<file path="config.mk">
export PLATFORM = sky130hd
export DESIGN_NAME = add64_io_stage
export DESIGN_NICKNAME = d
export VERILOG_FILES = /design/src/rtl/add64_io_stage.sv
export SDC_FILE = /design/constraint.sdc
export NUM_CORES = 1
export LEC_CHECK = 0
export BUFFER_PORTS_ARGS = -buffer_cell sky130_fd_sc_hd__buf_2
export CAP_MARGIN = 20
export CORE_ASPECT_RATIO = 1.1
export CORE_UTILIZATION = 45
export DETAILED_ROUTE_END_ITERATION = 10
export GPL_ROUTABILITY_DRIVEN = 0
export GPL_TIMING_DRIVEN = 0
export HOLD_SLACK_MARGIN = 0.08
export PLACE_DENSITY = 0.73
export REMOVE_ABC_BUFFERS = 1
export SLEW_MARGIN = 40
export SYNTH_ARGS = -nofsm -noshare
export SYNTH_HDL_FRONTEND = slang
export SYNTH_SLANG_ARGS = --single-unit
</file>
<file path="constraint.sdc">
create_clock -name clk -period 3.8 [get_ports clk]
set_input_delay 0.19 -clock clk [delete_from_list [all_inputs] [get_ports clk]]
set_output_delay 0.19 -clock clk [all_outputs]
set_load 0.01 [all_outputs]
</file>
<file path="src/rtl/add64_io_stage.sv">
// ============================================================================
//  Module      : add64_io_stage
//  Description : Registered, back-pressurable wrapper around an external
//                combinational W-bit adder. A valid/ready operand register
//                drives add_a/add_b; {add_cout, add_sum} is captured into a
//                DEPTH-entry result FIFO whose head is the output port.
//  Ports       : clk, rst                  clock, sync active-high reset
//                in_valid/in_ready/in_a/in_b    upstream operand handshake
//                add_a/add_b                    registered operands to adder
//                add_sum/add_cout               adder result (combinational)
//                out_valid/out_ready/out_sum/out_cout  result FIFO head
//  Option      : ADD64_IO_STATS_EN adds txn_cnt / carry_cnt pop counters.
//  Revision    : 1.0 - initial release
// ============================================================================
`default_nettype none

module add64_io_stage #(
  parameter int W     = 64,
  parameter int DEPTH = 2
) (
  input  logic         clk,
  input  logic         rst,
  input  logic         in_valid,
  output logic         in_ready,
  input  logic [W-1:0] in_a,
  input  logic [W-1:0] in_b,
  output logic [W-1:0] add_a,
  output logic [W-1:0] add_b,
  input  logic [W-1:0] add_sum,
  input  logic         add_cout,
  output logic         out_valid,
  input  logic         out_ready,
  output logic [W-1:0] out_sum,
  output logic         out_cout
`ifdef ADD64_IO_STATS_EN
  ,
  output logic [31:0]  txn_cnt,
  output logic [31:0]  carry_cnt
`endif
);

  localparam int              c_PW    = (DEPTH > 1) ? $clog2(DEPTH) : 1;
  localparam int              c_CW    = $clog2(DEPTH + 1);
  localparam logic [c_PW-1:0] c_LAST  = c_PW'(DEPTH - 1);
  localparam logic [c_CW-1:0] c_DEPTH = c_CW'(DEPTH);

  logic            r_op_valid;
  logic [W:0]      r_mem [DEPTH];
  logic [c_PW-1:0] r_wr_ptr;
  logic [c_PW-1:0] r_rd_ptr;
  logic [c_CW-1:0] r_count;

  logic w_in_fire;
  logic w_push;
  logic w_pop;

  // A full FIFO can still accept a push in the same cycle it is popped,
  // which is what keeps throughput at one result per cycle.
  assign w_pop     = out_valid & out_ready;
  assign w_push    = r_op_valid & ((r_count < c_DEPTH) | w_pop);
  assign in_ready  = ~r_op_valid | w_push;
  assign w_in_fire = in_valid & in_ready;

  assign out_valid = (r_count != '0);
  assign out_sum   = r_mem[r_rd_ptr][W-1:0];
  assign out_cout  = r_mem[r_rd_ptr][W];

  // Operand register: holds while the FIFO is full and not draining.
  always_ff @(posedge clk) begin
    if (rst) begin
      r_op_valid <= 1'b0;
      add_a      <= '0;
      add_b      <= '0;
    end else if (w_in_fire) begin
      r_op_valid <= 1'b1;
      add_a      <= in_a;
      add_b      <= in_b;
    end else if (w_push) begin
      r_op_valid <= 1'b0;
    end
  end

  // Result storage; cleared on reset so the idle head reads as zero.
  always_ff @(posedge clk) begin
    if (rst) begin
      for (int i = 0; i < DEPTH; i++) begin
        r_mem[i] <= '0;
      end
    end else if (w_push) begin
      r_mem[r_wr_ptr] <= {add_cout, add_sum};
    end
  end

  always_ff @(posedge clk) begin
    if (rst) begin
      r_wr_ptr <= '0;
      r_rd_ptr <= '0;
      r_count  <= '0;
    end else begin
      if (w_push) begin
        r_wr_ptr <= (r_wr_ptr == c_LAST) ? '0 : r_wr_ptr + 1'b1;
      end
      if (w_pop) begin
        r_rd_ptr <= (r_rd_ptr == c_LAST) ? '0 : r_rd_ptr + 1'b1;
      end
      case ({w_push, w_pop})
        2'b10:   r_count <= r_count + 1'b1;
        2'b01:   r_count <= r_count - 1'b1;
        default: r_count <= r_count;
      endcase
    end
  end

`ifdef ADD64_IO_STATS_EN
  // Free-running 32-bit counters; natural wrap from all-ones to zero.
  always_ff @(posedge clk) begin
    if (rst) begin
      txn_cnt   <= '0;
      carry_cnt <= '0;
    end else if (w_pop) begin
      txn_cnt <= txn_cnt + 32'd1;
      if (out_cout) begin
        carry_cnt <= carry_cnt + 32'd1;
      end
    end
  end
`endif

endmodule

`default_nettype wire

</file>
After elaboration in Yosys (flattened, before gate mapping)
Memory sizes are Yosys's and may differ from the RTL's. A register that Yosys moved wholly into a read port is not among the register bits.
Cells that the tools add are included.

storage, ports and cells
  bits in registers = 133
  memory bits (writable) = 130
  output and inout port bits = 195
  memories = 1

cells by class
  $add $sub $neg = 4
  order comparisons = 1
  equality and inequality tests = 2
  muxes and demuxes = 15
  bitwise gates (word level) = 6
  reduce and logical (&&, ||, !) cells = 4

memories
  memory  depth  width  read ports  clocked after Yosys merged registers in  wr ports  line  RTL
  r_mem   2      65     1           1                                        2         48    logic [W:0] r_mem [DEPTH];

operators by type and width
  kind                                                 number
  two-way mux 65 bit                                   1
  OR reduction 65 bit                                  1
  two-way mux 1 bit                                    13
  nonzero test 2 bit                                   3
  case mux 2 bit (2 select lines)                      1
  AND 1 bit                                            3
  adder 1 bit, second input constant                   2
  adder 2 x 1 -> 2 bit, second input constant          1
  equality test 2 x 1 -> 1 bit, second input constant  1
  equality test 2 bit, second input constant           1
  less-than comparator 2 bit, second input constant    1
  OR 1 bit                                             2
  subtractor 2 x 1 -> 2 bit, second input constant     1
  inverter 1 bit                                       1

Longest topological paths before layout
Gate-level depths: netlist of the first run.

  word-level depth = 9
  gate-level depth with buffers = 6
  mapped depth without buffers = 6

Least setup slack after synthesis of the first run
Ideal clock, no wire load.

  path type = input to register
  start point = in rst
  end point = mem r_mem[0][0] (netlist name) (enable)
  arrival = 2.307 ns
  required time = 3.366 ns
  slack = 1.059 ns
  stages = 3
  path through = clkbuf_1 > clkbuf_1 > nand2b_1

RTL lines
  item                line  RTL
  start: declaration  22    input logic rst,
  end: declaration    48

Worst setup path in the final report of the first run
  start point = reg r_count[1]
  end point = reg add_a[2]

between the ends
  word-level cells in the longest chain between the ends = 6

RTL lines
  item                      line  RTL
  start: declaration        51    logic [c_CW-1:0] r_count;
  start signal: assignment  107   2'b10: r_count <= r_count + 1'b1;
  start signal: assignment  108   2'b01: r_count <= r_count - 1'b1;
  start signal: assignment  109   default: r_count <= r_count;
  nonzero test 2 bit        64    assign out_valid = (r_count != '0);
  AND 1 bit                 59    assign w_pop = out_valid & out_ready;
  OR 1 bit *                60    assign w_push = r_op_valid & ((r_count < c_DEPTH) | w_pop);
  AND 1 bit *               60
  OR 1 bit *                61    assign in_ready = ~r_op_valid | w_push;
  AND 1 bit *               62    assign w_in_fire = in_valid & in_ready;
  end signal: assignment    76    add_a <= in_a;
  end: declaration          27    output logic [W-1:0] add_a,

Every way passes the cells marked *; elsewhere a longest branch is shown, timed or not.
A chain may end at the register's enable or synchronous reset.

==> out/summary.txt, run 1 <==
Vias - 8787
CTS tree - done
Endpoint class of the critical path - flop
Clk slew on worst S/H paths - 0.06 ns
Root Buffer - clkbuf_16
Fill cell count - 1794
Post-Synthesis Cells - 935
Fraction of layout cells with a size suffix above 1 - 0.347
Synth top area share - 0.337
Final ANT Viol Nets - 0
Routed wire length - 30800 um
Area grow syn2layout - 46.2%
Total core area - 0.0253 mm^2
Worst Path Required - 4.25 ns
FF-to-FF setup slack - 1.45 ns
Sequential share of the synthesized area - 0.569
Fin crit period - 2.35 ns
DR iter-0 viols - 318
# resized after CTS - 0
Final Setup Violations - 0
Min-delay worst type - in2reg
Synth unique cells - 27
GR Overflow Total - 0
Status - finished clean
Clock tree sinks - 264
Worst slew pin tran - 0.551 ns
Worst slew margin - 0.633
Max-cap violations - 0
1st-pass router iterations - 4
Fin nets - 1713
Final Hold Slack - 0.103 ns
Critical Path Source Type - flop
Initial antenna violation count - 2
Worst skew pair latency - 0.53 ns
Worst endpoint data arrival time - 2.80 ns
Post-synth top area cell - edfxtp_1
Largest net degree at the start of global routing - 129
Boundary Pins - 392
Buffers on Ports - 391
GRT Util Overall - 0.226
Synth Cell Area - 0.0116 mm^2
F_max - 426 MHz
Total CTS buffers - 28
Syn avg cell area - 12.4 um^2
FF+latch count, synth - 264
Die width - 155 um
Setup_tns - 0 ns
Crit Path Category - reg2reg
Clock skew - 0.0140 ns
Die Y - 170 um
Leakage - 0.00766 uW
Residual DRC - 0
Final Slew Violations - 0
Post-CTS Setup Inserts - 0
First-pass GRT wire length - 47100 um
Synth warnings - 0
Final period util - 0.618
Via-per-instance ratio - 4.67
HPWL Detailed - 19700 um
Pre-CTS WS - 1.46 ns
Clock Path Buffers - 3
RSZ-0062 raised after global routing - false
Initial Util - 0.458
Post-CTS Hold Buffers - 194
Power per cell area - 450 mW/mm^2
Hold Fails Final Rpt - 0
Number of H-tree levels - 1
Vias in the first global route - 9321
Worst VDD drop - 0.270 mV
Site Rows - 61
Worst setup margin - 1.45 ns
Die Area - 0.0264 mm^2
Top cells by area, synth - edfxtp_1 (34%), dfxtp_1 (23%), nand2b_1 (14%)
Crit-path max FO - 13
DR WL/cell - 16.3 um
==> path summary, 6_finish.rpt <==
kind / cells past startpoint / from / endpoint
worst max-delay path: 8 / r_count[1] / add_a[2]
worst min-delay path: 4 / out_ready / flop
worst max register to register: 8 / r_count[1] / add_a[2]
worst min register to register: 2 / add_b[55] / add_b[55]
==> cells in the final DEF, fill, tap and decap left out, types with 3 or more instances in the layout <==
master and count:
nor2_1 3, edfxtp_1 130, buf_16 3, buf_8 11, mux2_2 65, clkbuf_16 29, buf_12 4, dfxtp_1 133
dlygate4sd3_1 194, mux2i_1 128, clkbuf_1 7, bufinv_16 4, nand2b_1 257, buf_2 390, a21oi_1 3, clkinv_1 5
buf_4 10, and2_1 130
==> cell usage after synthesis <==
master / instances
edfxtp_1: 130
mux2i_1: 128
inv_1: 2
or2_2: 2
a21oi_1: 3
buf_4: 8
xor2_1: 1
a21oi_2: 1
nand3_1: 1
nand2_1: 2
nor4_2: 1
or3_1: 1
buf_6: 12
dfxtp_1: 134
buf_2: 11
clkbuf_1: 33
mux2_2: 65
o21a_1: 1
nand2b_1: 258
inv_2: 1
and2b_4: 1
o21ai_0: 2
xnor2_1: 2
and2_1: 130
nor2_1: 3
ha_1: 1
nor4_4: 1
==> kinds of logic (layout without fill, tap and decap cells) <==
kind of cell               count (synthesis)  after routing  synth area share
AOI/OAI and AO/OA                          7              7           0.00357
xor gates and xnor gates                   3              3           0.00227
adders and majority gates                  1              1           0.00108
buffers and inverters                     67            668            0.0333
DFF                                      264            264             0.569
muxes                                    193            193             0.174
other                                      0              1                 0
and+or+nand+nor                          400            400             0.217
==> power breakdown <==
part           total (uW)  switching (uW)  leakage (uW)  internal [uW]
Combinational        1490             672       0.00473            816
Clock                2790            1090      0.000461           1700
Sequential           3340             145       0.00247           3190
==> state kept, by name, indices dropped and copies added, names as in the netlist, named ones only <==
register and cells:
add_a 64, r_count 2, add_b 64, r_mem 130, r_wr_ptr 1, r_rd_ptr 1
r_op_valid 1
==> area by class of cell <==
type	instances	area [um^2]	share of cell area
multi-input cells	604	4630	0.274
diodes	1	2.50	0.000148
well taps	346	433	0.0256
repair buffers	614	4320	0.255
inverters	3	11.3	0.000665
flip-flops and latches	264	6590	0.389
clock buffers	39	785	0.0463
clock inverters	12	159	0.00938
==> per-stage QoR <==
| step | utilization | power (uW) | area [um^2] | cells |
|---|---|---|---|---|
| 2_1_floorplan | - | 4150 | 11200 | 871 |
| 3_3_place_gp | 0.538 | 4720 | 13600 | 1608 |
| 3_5_place_dp | 0.556 | 4710 | 14000 | 1637 |
| 4_1_cts | 0.670 | 7670 | 16900 | 1882 |
| 5_1_grt | 0.670 | 7930 | 16900 | 1883 |
| 6_report | 0.670 | 7620 | 16900 | 1883 |
==> worst max-delay path, stage by stage (launching register included) <==
cell and delay [ns]:
dfxtp_1 0.34, and2b_4 0.22, a21oi_4 0.46, buf_8 0.26
buf_16 0.18, buf_8 0.19, buf_8 0.19, buf_8 0.20
mux2i_1 0.21
==> layer usage <==
| layer | global-route usage | wire (um) | vias up |
|---|---|---|---|
| li1 | - | - | 4284 |
| met1 | 0.235 | 11600 | 4108 |
| met2 | 0.421 | 15600 | 317 |
| met3 | 0.0741 | 2590 | 76 |
| met4 | 0.0788 | 966 | 2 |
| met5 | 0 | 17 | - |
Note: power is estimated with default switching activity, not from simulation.
==> inputs of run 2 (changes only) <==
clock period = 2.4 ns   (was 3.8 ns; I/O delays follow)
==> run 2 against run 1 <==
Count of clock-buffer cells in the layout unchanged; sequential power increased by 58%; combinational power increased by 62%; clock power increased by 59%; hold slack improved by 0.29 ns; routed wire length increased by 3.7%; clock skew decreased by 0.0013 ns; power increased by 59%; critical path type is now in2reg; largest cell class unchanged.
==> out/summary.txt, run 2 (synthesis results as in run 1) <==
Hold_sp - in_a[58]
Hold Path Cell Cnt - 4
Crit Path Category - in2reg
Residual DRC - 0
F_max - 450 MHz
RSZ-0062 raised after global routing - false
Critical Path Max Stage Delay - 0.57 ns
Final Setup Violations - 0
Max-cap violations - 0
Most common cell after layout, fill and taps aside - buf_2
Fill cell count - 1766
Fin crit period - 2.22 ns
Final Slew Violations - 0
Via-per-instance ratio - 4.71
Clock Path Buffers - 3
Vias - 9033
Root Buffer - clkbuf_16
Worst endpoint data arrival time - 2.45 ns
Commonest non-fill, non-tap cells in the layout - buf_2 (390), nand2b_1 (257), dlygate4sd3_1 (226)
Reg2reg start - r_op_valid
Status - finished clean
Number of H-tree levels - 1
FF-to-FF setup slack - 0.25 ns
Routed wire length - 31900 um
Die Area - 0.0264 mm^2
CTS tree - done
Total core area - 0.0253 mm^2
Clock tree sinks - 264
Crit-path max FO - 95
Fin util - 0.684
FF-to-FF End - r_mem[1][33]
Critical Path Source Type - input port
1st-pass router iterations - 4
Final Hold Slack - 0.391 ns
Worst Path Required - 2.62 ns
Non-Filler Instances - 1919
Leakage - 0.00780 uW
Initial Util - 0.458
Clock skew - 0.0127 ns
HPWL Detailed - 19700 um
GR Overflow Total - 0
Worst VDD drop - 0.428 mV
Vias in the first global route - 9684
Total CTS buffers - 28
Clk slew on worst S/H paths - 0.06 ns
Worst-case reg-to-reg path depth - 4
DR iter-0 viols - 292
Initial antenna violation count - 1
Worst slew pin tran - 0.550 ns
Fraction of layout cells with a size suffix above 1 - 0.341
Crit-path cells - dlygate4sd3_1 -> buf_8 -> buf_16 -> nor4_4 -> or2_4 -> buf_12
Site Rows - 61
Met1 wire length - 11800 um
Worst slew margin - 0.633
GRT Util Overall - 0.234
First-pass GRT wire length - 48700 um
Area grow syn2layout - 49.2%
Largest net degree at the start of global routing - 129
Die Y - 170 um
Hold endpoint - add_a[58]
Detailed-routed wire length on met2 - 16400 um
DR WL/cell - 16.6 um
Placed insts - 1637
Met3 Routed Length - 2600 um
Power per cell area - 702 mW/mm^2
Final period util - 0.926
Fin nets - 1748
Hold Fails Final Rpt - 0
Boundary Pins - 392
Top flop regs - r_mem x130, add_a x64, add_b x64
Die width - 155 um
Max reg flops - 130
Final ANT Viol Nets - 0
Top reg by flops - r_mem
Min-delay worst type - in2reg
DR top layer - met5
Slowest CP cell - dlygate4sd3_1
Worst skew pair latency - 0.53 ns
Endpoint class of the critical path - flop
Buffers on Ports - 391
[run 2: cell types whose count changed in the layout (fill, tap and decap cells not counted)]
cell,change
buf_4,+3
dlygate4sd3_1,+32
diode_2,+1
[run 2: through the flow]
step | TNS, ns | cell area, um^2 | power [uW] | setup slack, ns
floorplan | -533.64 | 11200 | 6570 | -3.72
global placement | -1604.88 | 13600 | 7470 | -5.84
detailed placement | 0 | 14000 | 7450 | 0.0631
CTS | 0 | 17300 | 12200 | 0.0335
global route | 0 | 17300 | 12600 | 0.0940
finish | 0 | 17300 | 12100 | 0.178
[run 2: how the worst max path moves through the flow]
stage                     startpoint           end  slack [ns]
after global routing             rst  r_mem[1][33]        0.09
after CTS                 r_count[1]     add_b[51]        0.03
after global placement    r_op_valid     add_b[20]       -5.84
after detailed placement  r_count[1]     add_a[55]        0.06
after floorplan           r_op_valid      add_a[0]       -3.72
final                            rst  r_mem[1][33]        0.18
[run 2: what timing repair did]
| action | 4_1_cts | 5_1_grt |
|---|---|---|
| gates resized for setup | 0 | 0 |
| endpoints found under the setup margin | 0 | 16 |
| setup buffers | 0 | 3 |
| hold buffers | 226 | 0 |
| hold endpoints to repair | 261 | 0 |
[run 2: power by group]
group / internal (uW) / leakage (uW) / total, uW / switching (uW)
Clock: 2700 / 0.000461 / 4430 / 1730
Combinational: 1330 / 0.00487 / 2420 / 1090
Sequential: 5050 / 0.00247 / 5290 / 233
Total: 9080 / 0.00780 / 12100 / 3050
[run 2: routing by layer]
metal / vias up / GRT usage
li1: 4362 / -
met1: 4228 / 0.240
met2: 349 / 0.440
met3: 92 / 0.0741
met4: 2 / 0.0904
met5: - / 0
[run 2: final cells by class]
type                    instances  area [um^2]  area share
clock buffers                  39          785      0.0454
clock inverters                12          159     0.00920
repair buffers                649         4660       0.270
multi-input cells             604         4630       0.268
well taps                     346          433      0.0251
flip-flops and latches        264         6590       0.381
diodes                          2         5.00    0.000290
inverters                       3         11.3    0.000652
[run 2: critical path, delay by kind of cell]
kind          cells  cell delay [ns]
simple gates      2             0.97
buf+inv           4             1.26
